## src/rtl/fp_addsub_pipe_if.sv

```systemverilog
// Handshake/bus bundle for fp_addsub_pipe.
//   master: operand source and result consumer (drives in_*, out_ready)
//   slave : the add/sub unit (drives in_ready, out_*)
// W = 1+EXP_W+MAN_W, words packed {sign, exp, man}.
interface fp_addsub_pipe_if #(
  parameter int unsigned EXP_W = 8,
  parameter int unsigned MAN_W = 7
);
  localparam int unsigned W = 1 + EXP_W + MAN_W;

  logic         in_valid;
  logic         in_ready;
  logic [W-1:0] in_a;
  logic [W-1:0] in_b;
  logic         in_op;
  logic         out_valid;
  logic         out_ready;
  logic [W-1:0] out_result;
  logic         out_overflow;
  logic         out_zero;

  modport master (
    output in_valid, in_a, in_b, in_op, out_ready,
    input  in_ready, out_valid, out_result, out_overflow, out_zero
  );

  modport slave (
    input  in_valid, in_a, in_b, in_op, out_ready,
    output in_ready, out_valid, out_result, out_overflow, out_zero
  );
endinterface

```

## src/rtl/fp_addsub_pipe.sv

```systemverilog
// Pipelined floating-point add/subtract, 3 stages (align, add, normalise).
// Ports:
//   clk    - clock, rising edge
//   rst_n  - synchronous active-low reset; flushes every in-flight transaction
//   bus    - fp_addsub_pipe_if.slave: in_valid/in_ready/in_a/in_b/in_op operand side,
//            out_valid/out_ready/out_result/out_overflow/out_zero result side
// Configuration macro FP_ADDSUB_ROUND_EN: defined -> round-to-nearest-even on G,R,S;
// undefined -> truncation. Latency and handshake identical in both builds.
// No denormals (exp==0 is zero); inf/NaN encodings are treated as ordinary values.
module fp_addsub_pipe #(
  parameter int unsigned EXP_W = 8,
  parameter int unsigned MAN_W = 7
) (
  input logic              clk,
  input logic              rst_n,
  fp_addsub_pipe_if.slave  bus
);

  localparam int unsigned W   = 1 + EXP_W + MAN_W;
  localparam int unsigned MW  = MAN_W + 4;          // hidden + man + G,R,S
  localparam int unsigned SW  = MW + 1;             // plus carry
  localparam int unsigned EW  = EXP_W + 2;          // signed working exponent
  localparam int unsigned LZW = $clog2(MW + 1);

  localparam logic [EXP_W-1:0] ShiftMax = EXP_W'(MAN_W + 3);
  localparam logic [EW-1:0]    ExpMax   = {2'b00, {EXP_W{1'b1}}};

  logic advance;

  // ---------------------------------------------------------------- stage 1: align
  logic               a_sign, b_sign, a_zero, b_zero, swap;
  logic [EXP_W-1:0]   a_exp, b_exp, x_exp, y_exp, dexp;
  logic [MAN_W-1:0]   a_man, b_man;
  logic [W-2:0]       a_mag, b_mag;
  logic               x_sign, y_sign;
  logic [MW-1:0]      x_mant, y_mant, y_al, lost;

  logic               s1_valid_d, s1_valid_q;
  logic               s1_sign_d, s1_sign_q;
  logic               s1_sub_d, s1_sub_q;
  logic [EXP_W-1:0]   s1_exp_d, s1_exp_q;
  logic [MW-1:0]      s1_xm_d, s1_xm_q, s1_ym_d, s1_ym_q;

  always_comb begin
    a_sign = bus.in_a[W-1];
    a_exp  = bus.in_a[W-2 -: EXP_W];
    a_man  = bus.in_a[MAN_W-1:0];
    b_sign = bus.in_b[W-1] ^ bus.in_op;
    b_exp  = bus.in_b[W-2 -: EXP_W];
    b_man  = bus.in_b[MAN_W-1:0];
    a_zero = (a_exp == '0);
    b_zero = (b_exp == '0);
    a_mag  = a_zero ? '0 : {a_exp, a_man};
    b_mag  = b_zero ? '0 : {b_exp, b_man};
    swap   = (b_mag > a_mag);

    if (swap) begin
      x_sign = b_sign;
      x_exp  = b_exp;
      x_mant = b_zero ? '0 : {1'b1, b_man, 3'b000};
      y_sign = a_sign;
      y_exp  = a_exp;
      y_mant = a_zero ? '0 : {1'b1, a_man, 3'b000};
    end else begin
      x_sign = a_sign;
      x_exp  = a_exp;
      x_mant = a_zero ? '0 : {1'b1, a_man, 3'b000};
      y_sign = b_sign;
      y_exp  = b_exp;
      y_mant = b_zero ? '0 : {1'b1, b_man, 3'b000};
    end

    dexp = x_exp - y_exp;
    lost = '0;
    if (dexp >= ShiftMax) begin
      // Everything lands below S: only the sticky survives.
      y_al = {{(MW-1){1'b0}}, |y_mant};
    end else begin
      y_al    = y_mant >> dexp;
      lost    = y_mant & ~({MW{1'b1}} << dexp);
      y_al[0] = y_al[0] | (|lost);
    end

    s1_valid_d = bus.in_valid;
    s1_sign_d  = x_sign;
    s1_sub_d   = x_sign ^ y_sign;
    s1_exp_d   = x_exp;
    s1_xm_d    = x_mant;
    s1_ym_d    = y_al;
  end

  // ---------------------------------------------------------------- stage 2: add
  logic [SW-1:0]      sum;
  logic               s2_valid_d, s2_valid_q;
  logic               s2_sign_d, s2_sign_q;
  logic [EXP_W-1:0]   s2_exp_d, s2_exp_q;
  logic [SW-1:0]      s2_sum_d, s2_sum_q;

  always_comb begin
    // X has the larger magnitude, so the difference never goes negative.
    if (s1_sub_q) sum = {1'b0, s1_xm_q} - {1'b0, s1_ym_q};
    else          sum = {1'b0, s1_xm_q} + {1'b0, s1_ym_q};
    s2_valid_d = s1_valid_q;
    s2_sign_d  = (sum == '0) ? 1'b0 : s1_sign_q;
    s2_exp_d   = s1_exp_q;
    s2_sum_d   = sum;
  end

  // ---------------------------------------------------------------- stage 3: normalise
  logic [LZW-1:0]     lzc;
  logic               lz_found;
  logic [MW-1:0]      norm_m;
  logic [EW-1:0]      ne;
  logic [MAN_W-1:0]   man_o;
  logic               unused_bits;
`ifdef FP_ADDSUB_ROUND_EN
  logic               rnd_up;
  logic [MAN_W:0]     man_r;
`endif

  logic               out_valid_d, out_valid_q;
  logic [W-1:0]       out_result_d, out_result_q;
  logic               out_overflow_d, out_overflow_q;
  logic               out_zero_d, out_zero_q;

  always_comb begin
    lzc      = LZW'(MW);
    lz_found = 1'b0;
    for (int i = int'(MW) - 1; i >= 0; i--) begin
      if (!lz_found && s2_sum_q[i]) begin
        lzc      = LZW'(int'(MW) - 1 - i);
        lz_found = 1'b1;
      end
    end

    if (s2_sum_q[SW-1]) begin
      // Carry out: shift right one, the dropped bit folds into sticky.
      norm_m = {s2_sum_q[SW-1:2], s2_sum_q[1] | s2_sum_q[0]};
      ne     = {2'b00, s2_exp_q} + EW'(1);
    end else begin
      norm_m = s2_sum_q[MW-1:0] << lzc;
      ne     = {2'b00, s2_exp_q} - {{(EW-LZW){1'b0}}, lzc};
    end

`ifdef FP_ADDSUB_ROUND_EN
    rnd_up = norm_m[2] & (norm_m[1] | norm_m[0] | norm_m[3]);
    man_r  = {1'b0, norm_m[MW-2:3]} + {{MAN_W{1'b0}}, rnd_up};
    man_o  = man_r[MAN_W-1:0];
    // Round-up carry: mantissa wrapped to 1.000.., bump the exponent.
    if (man_r[MAN_W]) ne = ne + EW'(1);
`else
    man_o  = norm_m[MW-2:3];
`endif
    // Hidden bit and G,R,S are consumed by rounding or simply dropped.
    unused_bits = ^{norm_m[MW-1], norm_m[2:0]};

    out_valid_d    = s2_valid_q;
    out_overflow_d = 1'b0;
    out_zero_d     = 1'b0;
    if (s2_sum_q == '0 || ne[EW-1] || ne == '0) begin
      out_result_d = '0;
      out_zero_d   = 1'b1;
    end else if (ne >= ExpMax) begin
      out_result_d   = {s2_sign_q, {EXP_W{1'b1}}, {MAN_W{1'b0}}};
      out_overflow_d = 1'b1;
    end else begin
      out_result_d = {s2_sign_q, ne[EXP_W-1:0], man_o};
    end
  end

  // ---------------------------------------------------------------- state
  always_comb advance = ~out_valid_q | bus.out_ready;

  always_ff @(posedge clk) begin
    if (!rst_n) begin
      s1_valid_q     <= 1'b0;
      s1_sign_q      <= 1'b0;
      s1_sub_q       <= 1'b0;
      s1_exp_q       <= '0;
      s1_xm_q        <= '0;
      s1_ym_q        <= '0;
      s2_valid_q     <= 1'b0;
      s2_sign_q      <= 1'b0;
      s2_exp_q       <= '0;
      s2_sum_q       <= '0;
      out_valid_q    <= 1'b0;
      out_result_q   <= '0;
      out_overflow_q <= 1'b0;
      out_zero_q     <= 1'b0;
    end else if (advance) begin
      s1_valid_q     <= s1_valid_d;
      s1_sign_q      <= s1_sign_d;
      s1_sub_q       <= s1_sub_d;
      s1_exp_q       <= s1_exp_d;
      s1_xm_q        <= s1_xm_d;
      s1_ym_q        <= s1_ym_d;
      s2_valid_q     <= s2_valid_d;
      s2_sign_q      <= s2_sign_d;
      s2_exp_q       <= s2_exp_d;
      s2_sum_q       <= s2_sum_d;
      out_valid_q    <= out_valid_d;
      out_result_q   <= out_result_d;
      out_overflow_q <= out_overflow_d;
      out_zero_q     <= out_zero_d;
    end
  end

  assign bus.in_ready     = advance;
  assign bus.out_valid    = out_valid_q;
  assign bus.out_result   = out_result_q;
  assign bus.out_overflow = out_overflow_q;
  assign bus.out_zero     = out_zero_q;

endmodule

```

## src/flat_wrapper.sv

```systemverilog
// flat-port wrapper written by rule: the top's interface ports become plain ports
module fp_addsub_pipe_flat 
#(
  parameter int unsigned EXP_W = 8,
  parameter int unsigned MAN_W = 7
)
  (clk, rst_n, bus_in_valid, bus_in_a, bus_in_b, bus_in_op, bus_out_ready, bus_in_ready, bus_out_valid, bus_out_result, bus_out_overflow, bus_out_zero);
  fp_addsub_pipe_if #(.EXP_W(EXP_W), .MAN_W(MAN_W)) bus_i ();
  input logic clk;
  input logic rst_n;
  input wire logic [$bits(bus_i.in_valid)-1:0] bus_in_valid;
  input wire logic [$bits(bus_i.in_a)-1:0] bus_in_a;
  input wire logic [$bits(bus_i.in_b)-1:0] bus_in_b;
  input wire logic [$bits(bus_i.in_op)-1:0] bus_in_op;
  input wire logic [$bits(bus_i.out_ready)-1:0] bus_out_ready;
  output wire logic [$bits(bus_i.in_ready)-1:0] bus_in_ready;
  output wire logic [$bits(bus_i.out_valid)-1:0] bus_out_valid;
  output wire logic [$bits(bus_i.out_result)-1:0] bus_out_result;
  output wire logic [$bits(bus_i.out_overflow)-1:0] bus_out_overflow;
  output wire logic [$bits(bus_i.out_zero)-1:0] bus_out_zero;
  assign bus_i.in_valid = bus_in_valid;
  assign bus_i.in_a = bus_in_a;
  assign bus_i.in_b = bus_in_b;
  assign bus_i.in_op = bus_in_op;
  assign bus_i.out_ready = bus_out_ready;
  assign bus_in_ready = bus_i.in_ready;
  assign bus_out_valid = bus_i.out_valid;
  assign bus_out_result = bus_i.out_result;
  assign bus_out_overflow = bus_i.out_overflow;
  assign bus_out_zero = bus_i.out_zero;
  fp_addsub_pipe #(.EXP_W(EXP_W), .MAN_W(MAN_W)) u_core (.clk(clk), .rst_n(rst_n), .bus(bus_i));
endmodule
```

## config.mk

```make
export PLATFORM = sky130hd
export DESIGN_NAME = fp_addsub_pipe_flat
export DESIGN_NICKNAME = d
export VERILOG_FILES = /design/src/rtl/fp_addsub_pipe_if.sv /design/src/rtl/fp_addsub_pipe.sv /design/src/flat_wrapper.sv
export SDC_FILE = /design/constraint.sdc
export NUM_CORES = 1
export LEC_CHECK = 0
export BUFFER_PORTS_ARGS = -buffer_cell sky130_fd_sc_hd__buf_2
export CAP_MARGIN = 20
export CORE_AREA = 3 3 121 123
export CTS_CLUSTER_SIZE = 20
export DETAILED_ROUTE_END_ITERATION = 8
export DIE_AREA = 0 0 124 126
export GPL_ROUTABILITY_DRIVEN = 0
export GPL_TIMING_DRIVEN = 0
export REMOVE_ABC_BUFFERS = 1
export SYNTH_ARGS = -nofsm -noshare
export SYNTH_HDL_FRONTEND = slang
export SYNTH_SLANG_ARGS = --single-unit
```

## constraint.sdc

```tcl
create_clock -name clk -period 8.77 [get_ports clk]
set_clock_uncertainty 0.15 [all_clocks]
set_input_delay 0.877 -clock clk [delete_from_list [all_inputs] [get_ports clk]]
set_output_delay 0.877 -clock clk [all_outputs]
set_load 0.01 [all_outputs]
```

==> impl_metrics.tcl <==
set metrics [dict create \
    grt_start_max_net_pins 50 \
    htreeDepth 3 \
    path_max_fanout 20 \
    worst_hold_path.endpoint "u_core.bus.out_result[9]" \
    postCtsHoldBufs 0 \
    clk_pin_slew_ns 0.05 \
    min_path_type "reg -> reg" \
    start_kind "primary input" \
    fin_cells 1010 \
    antenna_left 0 \
    status "finished, final reports clean" \
    viasPerCell 5.64 \
    critical_path_class "in -> reg" \
    crit_chain "buf_2, nor4_1, nand2_1, nand2_1, inv_1, ha_1, nand4_2, a21o_1, a21o_1, a21oi_4, a21oi_1, ha_1, clkinv_1, or3_1, a21o_1, a211oi_1, o21a_1" \
    cts_setup_buffers 0 \
    critPathSlowestCell "nor4_1" \
    reg2reg_slack_ns 3.63 \
    netlist.top_cell.by_area "dfxtp_1" \
    core_sq_um 13800 \
    synthFlopType "dfxtp_1" \
    drv_cap 0 \
    drt_iter0_markers 323 \
    clkLatencyLatePin_ns 0.33 \
    syn_inst 809 \
    antenna_cells 0 \
    fmax_mhz 177 \
    tightest_slew_ns 1.09 \
    wirelength_mm 14.8 \
    p_per_area_nw_per_um2 227 \
    yosys.area.top_type_share_pct 23.4 \
    critPathArrivalTime_ns 5.78 \
    fin_setup_tns_ns 0 \
    synthDistinctLibCells 86 \
    antenna_found_initial 0 \
    drc 0 \
    path_common_cell "a21o_1" \
    dr.pass1.iters 6 \
    cp_slowest_stage_delay_ns 0.53 \
    crit_buf_inv 3 \
    ios 57 \
    r2r_start "u_core.s2_sum_q[4]" \
    cts_resized 0 \
    hold_violations 0 \
    die_x_um 124 \
    post-place-ws_ns 2.34 \
    via_count 5698 \
    layout_setup_ws_ns 3.12 \
    ys_seq_elements 71 \
    maxSlewViolCount 0 \
    root_buffer "clkbuf_16" \
    cp-end-kind "flop" \
    synth_commonest_cells "nand2_1, nor2_1, dfxtp_1" \
    stdcell_area_sq_um 6750 \
    cts_sinks 71 \
    grt_first_pass_wirelength_mm 25.0 \
    slew-limit-headroom_pct 26.8 \
    grt_usage_pct 19.3 \
    min_from "u_core.bus.out_result[9]" \
    layout-drive-gt1-share_pct 13.9 \
    wl_per_cell_um 14.7 \
    cts_tree "built" \
    timing.rr.end "u_core.bus.out_result[1]" \
    grt_overflow 0 \
    io_buffers 56 \
    row_count 43 \
    die-area_sq_um 15600 \
    dpl_cell_area_sq_um 6390 \
    cp.required_ns 8.90 \
    start_util_pct 44.1 \
    p_leak_nw 2.77 \
    crit_family "compound AO/OA/AOI/OAI gates" \
    synth_edf_count 0 \
    synth_most_common_cell "nand2_1" \
    cts_buffer_depth 2 \
    avgSynthCellArea_sq_um 7.51 \
    finalCritPeriodShare_pct 64.4 \
    synthToLayoutAreaGrowth_pct 11.1 \
    synth_seq_area_share_pct 23.4 \
    finalPower_w 0.00153 \
    nNetsFinal 893 \
    async_reset_ff_share_pct 0 \
    fin_crit_ns 5.65 \
    report.final.setup_viol 0 \
    synth_area_sq_um 6080 \
    cts_buffers 9 \
    hpwl_mm 11.2 \
    die_h_um 126 \
    yosys_warnings 0 \
    synth_area_leaders "dfxtp_1, nand2_1, ha_1, a21oi_1, nor2_1" \
    ir_drop_uv 97.3 \
    min_path_cells 2 \
    dp.cells 992 \
    rsz0062_at_grt "false" \
    grt_pass1_vias 5288 \
    reg2reg_depth 18 \
]
## final cells by class
class / count / area, sq um
Multi-Input combinational cell: 649 / 4310
Timing Repair Buffer: 59 / 335
Tap cell: 180 / 225
Clock inverter: 3 / 65.1
Inverter: 35 / 131
Sequential cell: 71 / 1420
Clock buffer: 13 / 260
Fill cell: 1355 / 7030
## registers in the layout, indices dropped and copies added (netlist names)
signal	cells
u_core.s1_ym_q	11
u_core.s2_sign_q	1
u_core.bus.out_result	16
u_core.s1_valid_q	1
u_core.bus.out_overflow	1
u_core.s1_sub_q	1
u_core.s2_sum_q	12
u_core.s2_exp_q	8
u_core.bus.out_valid	1
u_core.s1_sign_q	1
u_core.bus.out_zero	1
u_core.out_valid_d	1
u_core.s1_exp_q	8
u_core.s1_xm_q	8
## metrics by stage
| step | util (%) | hold slack [ns] |
|---|---|---|
| 6_report | 49.0 | 0.306 |
| 4_1_cts | 48.7 | 0.312 |
| 5_1_grt | 49.0 | 0.334 |
| 3_3_place_gp | 46.2 | 0.298 |
| 2_1_floorplan | - | 0.287 |
| 3_5_place_dp | 46.4 | 0.300 |
## layer usage
metal  vias up  wire (um)  global-route usage [%]  part of all wire (%)
met3        22        584                    2.33                   3.9
met4         0        337                    6.96                   2.3
met2       127       6870                    32.0                    46
li1       2924          -                       -                     -
met1      2625       7010                    25.7                    47
met5         -          0                       0                     0
## cells in the final DEF (no fill, tap or decap), types with 8 or more instances in the layout
cell type and n:
a21oi_1 64, xnor2_1 27, inv_1 31, nor3b_1 10, dfxtp_1 71, ha_1 30, buf_2 56, xor2_1 8
o211ai_1 9, a211oi_1 19, nor2_1 77, mux4_2 8, nor3_1 18, o21ai_1 8, nor4_1 9, nor2b_1 13
mux2i_1 20, nand2_1 126, a22oi_1 8, a21boi_0 17, and2_1 10, clkbuf_16 9, nand3_1 13, o21ai_0 38
## cells by family (layout without fill, tap and decap cells)
logic type / Yosys count / after routing / synth area share (%)
XOR/XNOR: 37 / 37 / 5.58
buffers and inverters: 89 / 110 / 5.81
AO/OA/AOI/OAI: 221 / 221 / 24.5
flip-flops: 71 / 71 / 23.4
multiplexers: 37 / 37 / 8.42
AND/OR/NAND/NOR: 323 / 323 / 25.8
adder cells (fa/ha/maj): 31 / 31 / 6.51
## worst register-to-register path: cells and delay by family (launching register included)
kind,cells,cell delay (ns)
adder cells (fa/ha/maj),2,0.66
flip-flops,1,0.41
buffers and inverters,1,0.12
AO/OA/AOI/OAI,8,2.03
AND/OR/NAND/NOR,7,1.67
## how the worst max path moves through the flow
| stage | depth (start not counted) | slack [ns] | startpoint | end |
|---|---|---|---|---|
| 3_3_place_gp | 4 | 0.45 | bus_out_ready | bus_in_ready |
| 5_1_grt | 18 | 2.66 | bus_in_b[13] | u_core.s1_ym_q[2] |
| 3_5_place_dp | 16 | 2.34 | bus_in_b[13] | u_core.s1_ym_q[1] |
| 2_1_floorplan | 5 | 3.39 | bus_out_ready | u_core.s1_ym_q[8] |
| 6_report | 17 | 3.12 | bus_in_b[13] | u_core.s1_ym_q[1] |
| 4_1_cts | 16 | 2.65 | bus_in_b[13] | u_core.s1_ym_q[1] |
## power breakdown
group          switching, W  total (W)  leakage (nW)  internal, W
logic              0.000384   0.000694          2.03     0.000310
registers         0.0000613   0.000441         0.585     0.000380
clock network      0.000131   0.000396         0.160     0.000264
(Power assumes the default switching activity.)
